--- config.mk ---
export PLATFORM = sky130hd
export DESIGN_NAME = game_flow_ctrl_flat
export DESIGN_NICKNAME = d
export VERILOG_FILES = /design/src/rtl/game_pkg.sv /design/src/rtl/game_flow_ctrl_if.sv /design/src/rtl/game_tick_gen.sv /design/src/rtl/game_flow_ctrl.sv /design/src/flat_wrapper.sv
export SDC_FILE = /design/constraint.sdc
export NUM_CORES = 1
export LEC_CHECK = 0
export CELL_PAD_IN_SITES_DETAIL_PLACEMENT = 1
export CELL_PAD_IN_SITES_GLOBAL_PLACEMENT = 2
export CORE_UTILIZATION = 44
export CTS_BUF_LIST = sky130_fd_sc_hd__clkbuf_16
export DETAILED_ROUTE_END_ITERATION = 6
export DONT_BUFFER_PORTS = 1
export GPL_TIMING_DRIVEN = 0
export PLACE_DENSITY = 0.91
export SLEW_MARGIN = 20
export SYNTH_ARGS = -nofsm -noshare
export SYNTH_HDL_FRONTEND = slang
export SYNTH_SLANG_ARGS = --single-unit
--- constraint.sdc ---
create_clock -name clk -period 14.24 [get_ports clk]
set_input_delay 4.272 -clock clk [delete_from_list [all_inputs] [get_ports clk]]
set_output_delay 4.272 -clock clk [all_outputs]
set_load 0.01 [all_outputs]
--- src/rtl/game_pkg.sv ---
// Shared encodings, LCD character codes and default timing for the runner-game flow controller.
package game_pkg;

    typedef enum logic [2:0] {
        ST_LOAD  = 3'd0,
        ST_MENU  = 3'd1,
        ST_PLAY  = 3'd2,
        ST_PAUSE = 3'd3,
        ST_OVER  = 3'd4
    } state_t;

    localparam logic [7:0] CH_DINO_GND = 8'h00;
    localparam logic [7:0] CH_DINO_AIR = 8'h03;
    localparam logic [7:0] CH_OBSTACLE = 8'h04;
    localparam logic [7:0] CH_SPACE    = 8'h20;

    localparam int unsigned LEVEL_W           = 4;
    localparam int unsigned DEF_SCORE_W       = 32;
    localparam int unsigned DEF_TICK_INIT     = 250000;
    localparam int unsigned DEF_TICK_MIN      = 62500;
    localparam int unsigned DEF_TICK_STEP     = 25000;
    localparam int unsigned DEF_LEVEL_PTS     = 10;
    localparam int unsigned DEF_MAX_LEVEL     = 15;
    localparam int unsigned DEF_HOLDOFF_TICKS = 4;

    // Scroll period for a level, saturating at p_min without wrapping below zero.
    function automatic int unsigned target_period(input int unsigned lvl,
                                                  input int unsigned p_init,
                                                  input int unsigned p_min,
                                                  input int unsigned p_step);
        int unsigned dec;
        dec = lvl * p_step;
        if ((dec >= p_init) || ((p_init - dec) < p_min))
            return p_min;
        return p_init - dec;
    endfunction

endpackage

--- src/rtl/game_flow_ctrl_if.sv ---
// Key/obstacle inputs and game-flow outputs of the flow controller, bundled as one port.
interface game_flow_ctrl_if #(
    parameter int unsigned SCORE_W  = 32,
    parameter int unsigned PERIOD_W = 18
);
    logic                font_done;
    logic                key_digit;
    logic                key_hash;
    logic                collide;
    logic [SCORE_W-1:0]  score;

    logic [2:0]          state;
    logic                start_game;
    logic                shift_enable;
    logic                jump_trigger;
    logic                force_game_over;
    logic [3:0]          level;
    logic [PERIOD_W-1:0] tick_period;
    logic [SCORE_W-1:0]  high_score;
    logic                new_record;

    // The controller side.
    modport slave (
        input  font_done, key_digit, key_hash, collide, score,
        output state, start_game, shift_enable, jump_trigger, force_game_over,
        output level, tick_period, high_score, new_record
    );

    // The environment side: key triggers, obstacle manager and display composers.
    modport master (
        output font_done, key_digit, key_hash, collide, score,
        input  state, start_game, shift_enable, jump_trigger, force_game_over,
        input  level, tick_period, high_score, new_record
    );
endinterface

--- src/rtl/game_tick_gen.sv ---
// Programmable scroll-period counter; the period register only reloads at a wrap or a clear,
// so the period in force never changes mid-tick.
module game_tick_gen #(
    parameter int unsigned PERIOD_W   = 18,
    parameter int unsigned PERIOD_RST = 250000
) (
    input  logic                clk,
    input  logic                rst,
    input  logic                enable,
    input  logic                clear,
    input  logic [PERIOD_W-1:0] next_period,
    output logic                wrap_c,
    output logic [PERIOD_W-1:0] tick_period
);

    logic [PERIOD_W-1:0] cnt;

    assign wrap_c = enable && !clear && (cnt == (tick_period - PERIOD_W'(1)));

    always_ff @(posedge clk or posedge rst) begin
        if (rst) begin
            cnt         <= '0;
            tick_period <= PERIOD_W'(PERIOD_RST);
        end else if (clear) begin
            cnt         <= '0;
            tick_period <= next_period;
        end else if (wrap_c) begin
            cnt         <= '0;
            tick_period <= next_period;
        end else if (enable) begin
            cnt         <= cnt + PERIOD_W'(1);
        end
    end

endmodule

--- src/rtl/game_flow_ctrl.sv ---
// Top-level game flow for the keypad/LCD runner: LOAD/MENU/PLAY/PAUSE/OVER sequencing,
// difficulty levels that shorten the scroll tick, restart hold-off and high-score tracking.
module game_flow_ctrl
    import game_pkg::*;
#(
    parameter int unsigned SCORE_W       = DEF_SCORE_W,
    parameter int unsigned TICK_INIT     = DEF_TICK_INIT,
    parameter int unsigned TICK_MIN      = DEF_TICK_MIN,
    parameter int unsigned TICK_STEP     = DEF_TICK_STEP,
    parameter int unsigned LEVEL_PTS     = DEF_LEVEL_PTS,
    parameter int unsigned MAX_LEVEL     = DEF_MAX_LEVEL,
    parameter int unsigned HOLDOFF_TICKS = DEF_HOLDOFF_TICKS,
    parameter int unsigned PERIOD_W      = $clog2(TICK_INIT + 1)
) (
    input  logic             clk,
    input  logic             rst,
    game_flow_ctrl_if.slave  bus
);

    localparam int unsigned HO_W = (HOLDOFF_TICKS < 2) ? 1 : $clog2(HOLDOFF_TICKS + 1);

    state_t              st;
    state_t              next_st;
    logic                start_c;
    logic                quit_c;
    logic                jump_c;
    logic                enter_over_c;
    logic                holdoff_done_c;
    logic                wrap_c;

    logic                start_q;
    logic                shift_q;
    logic                jump_q;
    logic                quit_q;
    logic                record_q;
    logic [SCORE_W-1:0]  high_q;
    logic [LEVEL_W-1:0]  level_q;
    logic [SCORE_W-1:0]  thr_q;
    logic [PERIOD_W-1:0] hold_cnt;
    logic [HO_W-1:0]     ho_ticks;
    logic [PERIOD_W-1:0] load_period_c;
    logic [PERIOD_W-1:0] period_w;

    assign holdoff_done_c = (ho_ticks == HO_W'(HOLDOFF_TICKS));
    assign enter_over_c   = (next_st == ST_OVER) && (st != ST_OVER);

    always_ff @(posedge clk or posedge rst) begin
        if (rst) st <= ST_LOAD;
        else     st <= next_st;
    end

    // Next state and single-cycle event decode; collide beats pause beats jump in PLAY.
    always_comb begin
        next_st = st;
        start_c = 1'b0;
        quit_c  = 1'b0;
        jump_c  = 1'b0;
        case (st)
            ST_LOAD: begin
                if (bus.font_done) next_st = ST_MENU;
            end
            ST_MENU: begin
                if (bus.key_digit) begin
                    next_st = ST_PLAY;
                    start_c = 1'b1;
                end
            end
            ST_PLAY: begin
                if (bus.collide)        next_st = ST_OVER;
                else if (bus.key_hash)  next_st = ST_PAUSE;
                else if (bus.key_digit) jump_c  = 1'b1;
            end
            ST_PAUSE: begin
                if (bus.key_hash) begin
                    next_st = ST_PLAY;
                end else if (bus.key_digit) begin
                    next_st = ST_OVER;
                    quit_c  = 1'b1;
                end
            end
            ST_OVER: begin
                if (holdoff_done_c && (bus.key_digit || bus.key_hash)) begin
                    next_st = ST_PLAY;
                    start_c = 1'b1;
                end
            end
            default: next_st = ST_LOAD;
        endcase
    end

    // A new round always restarts at level 0, so its first tick uses the base period.
    assign load_period_c = start_c ? PERIOD_W'(TICK_INIT)
                                   : PERIOD_W'(target_period(32'(level_q), TICK_INIT,
                                                             TICK_MIN, TICK_STEP));

    game_tick_gen #(
        .PERIOD_W   (PERIOD_W),
        .PERIOD_RST (TICK_INIT)
    ) u_tick (
        .clk         (clk),
        .rst         (rst),
        .enable      (st == ST_PLAY),
        .clear       (start_c),
        .next_period (load_period_c),
        .wrap_c      (wrap_c),
        .tick_period (period_w)
    );

    // Pulses and score bookkeeping; a wrap on the cycle that leaves PLAY is not forwarded.
    always_ff @(posedge clk or posedge rst) begin
        if (rst) begin
            start_q  <= 1'b0;
            shift_q  <= 1'b0;
            jump_q   <= 1'b0;
            quit_q   <= 1'b0;
            record_q <= 1'b0;
            high_q   <= '0;
        end else begin
            start_q <= start_c;
            shift_q <= wrap_c && (next_st == ST_PLAY);
            jump_q  <= jump_c;
            quit_q  <= quit_c;
            if (enter_over_c) begin
                record_q <= (bus.score > high_q);
                if (bus.score > high_q) high_q <= bus.score;
            end else if (start_c) begin
                record_q <= 1'b0;
            end
        end
    end

    // Difficulty: at most one level step per cycle so large score jumps catch up gradually.
    always_ff @(posedge clk or posedge rst) begin
        if (rst) begin
            level_q <= '0;
            thr_q   <= '0;
        end else if (start_c) begin
            level_q <= '0;
            thr_q   <= SCORE_W'(LEVEL_PTS);
        end else if ((st == ST_PLAY) && (bus.score >= thr_q) &&
                     (level_q < LEVEL_W'(MAX_LEVEL))) begin
            level_q <= level_q + LEVEL_W'(1);
            thr_q   <= thr_q + SCORE_W'(LEVEL_PTS);
        end
    end

    // Restart hold-off, counted in base ticks from the first OVER cycle.
    always_ff @(posedge clk or posedge rst) begin
        if (rst) begin
            hold_cnt <= '0;
            ho_ticks <= '0;
        end else if (enter_over_c) begin
            hold_cnt <= '0;
            ho_ticks <= '0;
        end else if ((st == ST_OVER) && !holdoff_done_c) begin
            if (hold_cnt == PERIOD_W'(TICK_INIT - 1)) begin
                hold_cnt <= '0;
                ho_ticks <= ho_ticks + HO_W'(1);
            end else begin
                hold_cnt <= hold_cnt + PERIOD_W'(1);
            end
        end
    end

    assign bus.state           = st;
    assign bus.start_game      = start_q;
    assign bus.shift_enable    = shift_q;
    assign bus.jump_trigger    = jump_q;
    assign bus.force_game_over = quit_q;
    assign bus.level           = level_q;
    assign bus.tick_period     = period_w;
    assign bus.high_score      = high_q;
    assign bus.new_record      = record_q;

endmodule

--- src/flat_wrapper.sv ---
// flat-port wrapper written by rule: the top's interface ports become plain ports
module game_flow_ctrl_flat import game_pkg::*;
#(
    parameter int unsigned SCORE_W       = DEF_SCORE_W,
    parameter int unsigned TICK_INIT     = DEF_TICK_INIT,
    parameter int unsigned TICK_MIN      = DEF_TICK_MIN,
    parameter int unsigned TICK_STEP     = DEF_TICK_STEP,
    parameter int unsigned LEVEL_PTS     = DEF_LEVEL_PTS,
    parameter int unsigned MAX_LEVEL     = DEF_MAX_LEVEL,
    parameter int unsigned HOLDOFF_TICKS = DEF_HOLDOFF_TICKS,
    parameter int unsigned PERIOD_W      = $clog2(TICK_INIT + 1)
)
  (clk, rst, bus_font_done, bus_key_digit, bus_key_hash, bus_collide, bus_score, bus_state, bus_start_game, bus_shift_enable, bus_jump_trigger, bus_force_game_over, bus_level, bus_tick_period, bus_high_score, bus_new_record);
  game_flow_ctrl_if #(.SCORE_W(SCORE_W), .PERIOD_W(PERIOD_W)) bus_i ();
  input  logic clk;
  input  logic rst;
  input wire logic [$bits(bus_i.font_done)-1:0] bus_font_done;
  input wire logic [$bits(bus_i.key_digit)-1:0] bus_key_digit;
  input wire logic [$bits(bus_i.key_hash)-1:0] bus_key_hash;
  input wire logic [$bits(bus_i.collide)-1:0] bus_collide;
  input wire logic [$bits(bus_i.score)-1:0] bus_score;
  output wire logic [$bits(bus_i.state)-1:0] bus_state;
  output wire logic [$bits(bus_i.start_game)-1:0] bus_start_game;
  output wire logic [$bits(bus_i.shift_enable)-1:0] bus_shift_enable;
  output wire logic [$bits(bus_i.jump_trigger)-1:0] bus_jump_trigger;
  output wire logic [$bits(bus_i.force_game_over)-1:0] bus_force_game_over;
  output wire logic [$bits(bus_i.level)-1:0] bus_level;
  output wire logic [$bits(bus_i.tick_period)-1:0] bus_tick_period;
  output wire logic [$bits(bus_i.high_score)-1:0] bus_high_score;
  output wire logic [$bits(bus_i.new_record)-1:0] bus_new_record;
  assign bus_i.font_done = bus_font_done;
  assign bus_i.key_digit = bus_key_digit;
  assign bus_i.key_hash = bus_key_hash;
  assign bus_i.collide = bus_collide;
  assign bus_i.score = bus_score;
  assign bus_state = bus_i.state;
  assign bus_start_game = bus_i.start_game;
  assign bus_shift_enable = bus_i.shift_enable;
  assign bus_jump_trigger = bus_i.jump_trigger;
  assign bus_force_game_over = bus_i.force_game_over;
  assign bus_level = bus_i.level;
  assign bus_tick_period = bus_i.tick_period;
  assign bus_high_score = bus_i.high_score;
  assign bus_new_record = bus_i.new_record;
  game_flow_ctrl #(.SCORE_W(SCORE_W), .TICK_INIT(TICK_INIT), .TICK_MIN(TICK_MIN), .TICK_STEP(TICK_STEP), .LEVEL_PTS(LEVEL_PTS), .MAX_LEVEL(MAX_LEVEL), .HOLDOFF_TICKS(HOLDOFF_TICKS), .PERIOD_W(PERIOD_W)) u_core (.clk(clk), .rst(rst), .bus(bus_i));
endmodule
Word-level counts from Yosys, hierarchy flattened

Index checks and enable logic that the tools add are counted.

Div/mod/pow operators: 0
Muxes and demuxes: 36
Add/subtract/negate cells: 7
Multipliers: 1
Shift-type cells: 0
Equality and inequality tests: 10
Bitwise operators: 0
$lt $le $gt $ge: 5
Reductions and logical operators: 21

Operators with widths:

| operator                                                            | number |
|---|---|
| two-way mux 18 bit                                                  | 10 |
| two-way mux 32 bit                                                  | 2 |
| adder 18 x 1 -> 18 bit, second input constant                       | 2 |
| adder 32 x 4 -> 32 bit, second input constant                       | 1 |
| greater-or-equal comparator 32 bit                                  | 1 |
| > comparator 32 bit                                                 | 1 |
| less-than comparator 32 x 16 -> 1 bit, second input constant        | 1 |
| two-way mux 3 bit                                                   | 10 |
| subtractor 18 x 19 -> 20 bit, first input constant                  | 1 |
| greater-or-equal comparator 19 x 18 -> 1 bit, second input constant | 1 |
| == test 18 bit                                                      | 1 |
| == test 18 bit, second input constant                               | 1 |
| subtractor 18 x 1 -> 18 bit, second input constant                  | 1 |
| multiplier 4 x 12 -> 16 bit, second input constant                  | 1 |
| two-way mux 16 bit                                                  | 1 |
| one-hot mux 3 bit (5 select lines)                                  | 1 |
| nonzero test 2 bit                                                  | 5 |
| == test 3 x 2 -> 1 bit, second input constant                       | 3 |
| == test 3 bit, second input constant                                | 3 |
| two-way mux 1 bit                                                   | 9 |
| logical AND 1 bit                                                   | 8 |
| two-way mux 4 bit                                                   | 2 |
| adder 4 x 1 -> 4 bit, second input constant                         | 1 |
| less-than comparator 4 bit, second input constant                   | 1 |
| other kinds (9)                                                     | 12 |

Register bits: 133
Output and inout bits: 62
Bits in read-only memories: 0
Memories: 0
Bits in latches: 0
RAM bits: 0

Longest topological paths before layout

Depth in word-level cells: 9
Mapped depth: 15
Gate-level depth less buffers: 14

Cells and area by module

Synthesis repeated with hierarchy kept, for this count alone.

Cell total of the unflattened synthesis: 1057
Area, all modules: 9803.2 µm²

By module, submodules not included:

| module         | cells an instance | sequential area each (µm²) | area each (µm²) | times used |
|---|---|---|---|---|
| game_flow_ctrl | 815               | 2402.3                     | 7424.6          | 1 |
| game_tick_gen  | 242               | 909.6                      | 2378.5          | 1 |

Worst setup path before layout

Ideal clock, no wire load.

Kind: in2reg
From: in bus_score[25]
To: reg u_core.thr_q[2]
Setup time: 0.132 ns
Stages: 12
Arrival time: 6.405 ns
Data required time: 14.108 ns
Slack: 7.703 ns
Path buffers: 2
Path through: ha_1 -> a21o_1 -> a21o_1 -> a211o_1 -> o211ai_1 -> a21oi_1 -> o31ai_1 -> clkbuf_1 -> and2_1 -> buf_2 -> mux2i_1 -> nor2_1

Longest elaborated chain between the ends: 4

RTL lines:

| what                               | line                  | source |
|---|---|---|
| start: declaration                 | flat_wrapper.sv:21    | `input wire logic [$bits(bus_i.score)-1:0] bus_score;` |
| greater-or-equal comparator 32 bit | game_flow_ctrl.sv:140 | `end else if ((st == ST_PLAY) && (bus.score >= thr_q) &&` |
| logical AND 1 bit (2 in a row)     | game_flow_ctrl.sv:140 |  |
| nonzero test 2 bit (no line)       | n/a                   |  |
| end signal: assignment             | game_flow_ctrl.sv:139 | `thr_q <= SCORE_W'(LEVEL_PTS);` |
| end signal: assignment             | game_flow_ctrl.sv:143 | `thr_q <= thr_q + SCORE_W'(LEVEL_PTS);` |
| end: declaration                   | game_flow_ctrl.sv:38  | `logic [SCORE_W-1:0] thr_q;` |

No other way between the ends.
A chain may end at the register's enable or synchronous reset.

Worst setup path in the final report

From: in bus_score[28]
To: reg u_core.high_q[31], in the netlist u_core.bus.high_score[31]

Longest elaborated chain between the ends: 2

RTL lines:

| what                          | line                  | source |
|---|---|---|
| > comparator 32 bit           | game_flow_ctrl.sv:125 | `if (bus.score > high_q) high_q <= bus.score;` |
| AND reduction 2 bit (no line) | n/a                   |  |
| end signal: assignment        | game_flow_ctrl.sv:125 |  |
| end: declaration              | game_flow_ctrl.sv:36  | `logic [SCORE_W-1:0] high_q;` |

No other way between the ends.

==> results.sh <==
export IMPL_status="complete, no violations"
export IMPL_power_total_uw=1620
export IMPL_drc_errors=0
export IMPL_synth_seq_area_share=0.350
export IMPL_arrival_ns=7.03
export IMPL_wl_per_cell_um=18.9
export IMPL_cts_resized=0
export IMPL_synthFlopType="dfrtp_1"
export IMPL_rows=52
export IMPL_setup_worst_path_end_class="flop"
export IMPL_start_util=0.454
export IMPL_whs_ns=0.492
export IMPL_cts_buffers=17
export IMPL_synthCells=1028
export IMPL_crit_required_ns=14.55
export IMPL_reg2reg_depth=15
export IMPL_path_clk_slew_ns=0.06
export IMPL_h_tree_depth=4
export IMPL_grt_max_degree=67
export IMPL_cts_tree="yes"
export IMPL_leakagePower_uw=0.00441
export IMPL_fin_area_um2=10200
export IMPL_stdcell_count=1331
export IMPL_finalHoldViolCount=0
export IMPL_antenna_found_initial=0
export IMPL_syn_area_per_cell_um2=9.06
export IMPL_start_kind="primary input"
export IMPL_cts_setup_buffers=0
export IMPL_cts_sinks=130
export IMPL_drive_gt1_frac=0.108
export IMPL_wl_um=25200
export IMPL_diodes=0
export IMPL_synth_top_area_frac=0.331
export IMPL_grt_pass1_wl_um=42200
export IMPL_relSlewSlack=0.389
export IMPL_hold_buffers=0
export IMPL_max_cap_viol_count=0
export IMPL_die_h_um=147
export IMPL_drt_pass1_iter_count=4
export IMPL_placed_area_um2=9690
export IMPL_grt_pass1_vias=8112
export IMPL_critPathKind="primary input to flop"
export IMPL_synth_area_top_cells="dfrtp_1, ha_1, xnor2_1"
export IMPL_rsz0062_at_grt="false"
export IMPL_p_per_area_nw_per_um2=159
export IMPL_fmax_mhz=149
export IMPL_clk_latency_ns=0.43
export IMPL_worst_pin_slew_ns=0.917
export IMPL_synth_cell_area_um2=9310
export IMPL_die_width_um=147
export IMPL_ys_warn_count=0
export IMPL_min_period_ns=6.72
export IMPL_critPathMaxFanout=10
export IMPL_port_buffers=0
export IMPL_dp_cells=1300
export IMPL_drtIter0Drc=349
export IMPL_cts_root_buf="clkbuf_16"
export IMPL_yosysTopAreaCell="dfrtp_1"
export IMPL_die_area_um2=21700
export IMPL_synth_edff_count=0
export IMPL_synth_cell_types=83
export IMPL_min_path_cells=1
export IMPL_maxSlewViolCount=0
export IMPL_nets=1177
export IMPL_num_vias=7669
export IMPL_clockBufferDepth=2
export IMPL_grt_overflow=0
export IMPL_ys_seq_elements=130
export IMPL_avgViaCountPerCell=5.76
export IMPL_fin_crit_sh=0.472
export IMPL_async_reset_ff_frac=1.00
export IMPL_dp_hpwl_um=18800
export IMPL_ant_nets=0
export IMPL_setup_tns_ns=0
export IMPL_core_area_um2=20500
export IMPL_fin_skew_ns=0.0101
export IMPL_io_pins=100
export IMPL_routabilityCongestion=0.801
export IMPL_irDropWorstVdd_mv=0.0742
export IMPL_grt_usage=0.244
export IMPL_hold_path_class="flop to flop"
export IMPL_area_delta_synth_final_pct=9.93
export IMPL_final_setup_viol_count=0
[state kept, by name, summed over array words and instances, names as in the netlist]
| register | count |
|---|---|
| u_core.bus.start_game | 1 |
| u_core.u_tick.cnt | 18 |
| u_core.bus.level | 4 |
| u_core.hold_cnt | 18 |
| u_core.thr_q | 31 |
| u_core.bus.state | 3 |
| u_core.bus.high_score | 32 |
| u_core.bus.new_record | 1 |
| u_core.bus.jump_trigger | 1 |
| u_core.u_tick.tick_period | 16 |
| u_core.ho_ticks | 3 |
| u_core.bus.shift_enable | 1 |
| u_core.bus.force_game_over | 1 |
[worst paths after layout]
kind                                     startpoint  slack [ns]                            to
max in group asynchronous                       rst        9.77  u_core.u_tick.tick_period[4]
worst min register to register     u_core.thr_q[20]        0.49              u_core.thr_q[20]
worst max-delay path                  bus_score[28]        7.52     u_core.bus.high_score[31]
min in group asynchronous                       rst        3.73     u_core.bus.high_score[24]
worst min-delay path               u_core.thr_q[20]        0.49              u_core.thr_q[20]
worst max register to register  u_core.bus.level[1]       10.01  u_core.u_tick.tick_period[7]
[cells in the mapped netlist (5+ instances only)]
| library cell | count |
|---|---|
| a211o_1 | 5 |
| a211oi_1 | 8 |
| a21o_1 | 18 |
| a21oi_1 | 67 |
| and2_1 | 6 |
| and3_1 | 10 |
| buf_2 | 12 |
| clkbuf_1 | 17 |
| dfrtp_1 | 123 |
| dfstp_2 | 7 |
| ha_1 | 90 |
| inv_1 | 86 |
| mux2_2 | 33 |
| mux2i_1 | 11 |
| nand2_1 | 72 |
| nand2b_1 | 12 |
| nand3_1 | 35 |
| nand4_1 | 28 |
| nor2_1 | 95 |
| nor2b_1 | 9 |
| nor3_1 | 18 |
| nor4_1 | 6 |
| o211ai_1 | 12 |
| o21ai_0 | 46 |
| o31ai_1 | 10 |
| or3_1 | 16 |
| xnor2_1 | 49 |
| xor2_1 | 27 |
[metal layers]
| layer | global-route usage | vias to the layer above | part of all wire |
|---|---|---|---|
| met3 | 0.0460 | 28 | 0.033 |
| met1 | 0.300 | 3826 | 0.44 |
| met4 | 0.0701 | 0 | 0.012 |
| met2 | 0.432 | 111 | 0.51 |
| li1 | - | 3704 | - |
| met5 | 0 | - | 0 |
[critical path: stages]
cell and delay, ns:
ha_1 0.28, nand4_1 0.12, nor2_1 0.26, nand4_1 0.17, a211o_1 0.34, a21oi_1 0.53
clkbuf_1 0.66, mux2_2 0.41
[kinds of logic (layout without fill, tap and decap cells)]
logic type | count (synthesis) | count (layout) | synth area share
flops | 130 | 130 | 0.350
buf+inv | 118 | 150 | 0.0501
mux | 44 | 44 | 0.0517
simple gates | 346 | 346 | 0.192
compound gates | 222 | 222 | 0.161
xor+xnor | 77 | 77 | 0.0733
fa+ha+maj | 90 | 90 | 0.121
other cells | 1 | 2 | 0.000403
[through the flow]
| stage | utilization | setup slack (ns) |
|---|---|---|
| 2_1_floorplan | - | 6.51 |
| 3_3_place_gp | 0.471 | 4.92 |
| 3_5_place_dp | 0.473 | 7.07 |
| 4_1_cts | 0.499 | 7.49 |
| 5_1_grt | 0.499 | 7.28 |
| 6_report | 0.499 | 7.52 |
[layout by cell type (no fill, tap or decap), types with 5 or more instances in the layout]
cell,instances
nand2b_1,12
xnor2_1,49
and2_1,6
and3_1,10
ha_1,90
o31ai_1,10
a211o_1,5
o211ai_1,12
mux2_2,33
nand3_1,35
dfstp_2,7
nor4_1,6
nand2_1,72
inv_1,85
a21oi_1,67
nor2_1,95
dfrtp_1,123
nand4_1,28
mux2i_1,11
clkbuf_1,17
a211oi_1,8
xor2_1,27
a21o_1,18
o21ai_0,46
nor2b_1,9
clkinv_2,5
nor3_1,18
buf_2,12
or3_1,16
clkbuf_16,17
[power by group]
group / internal (uW) / switching, uW / total, uW
sequential: 442 / 110 / 552
clock: 252 / 170 / 421
combinational: 260 / 390 / 651
[final cells by class]
cell class	instances	area, um^2
fillers	2393	10300
multi-input cells	781	5580
flip-flops and latches	130	3260
clock buffers	17	425
well taps	270	338
inverters	86	330
plain buffers	32	144
clock inverters	14	123
repair buffers	1	27.5
No activity file was read; power rests on OpenSTA's default activity.
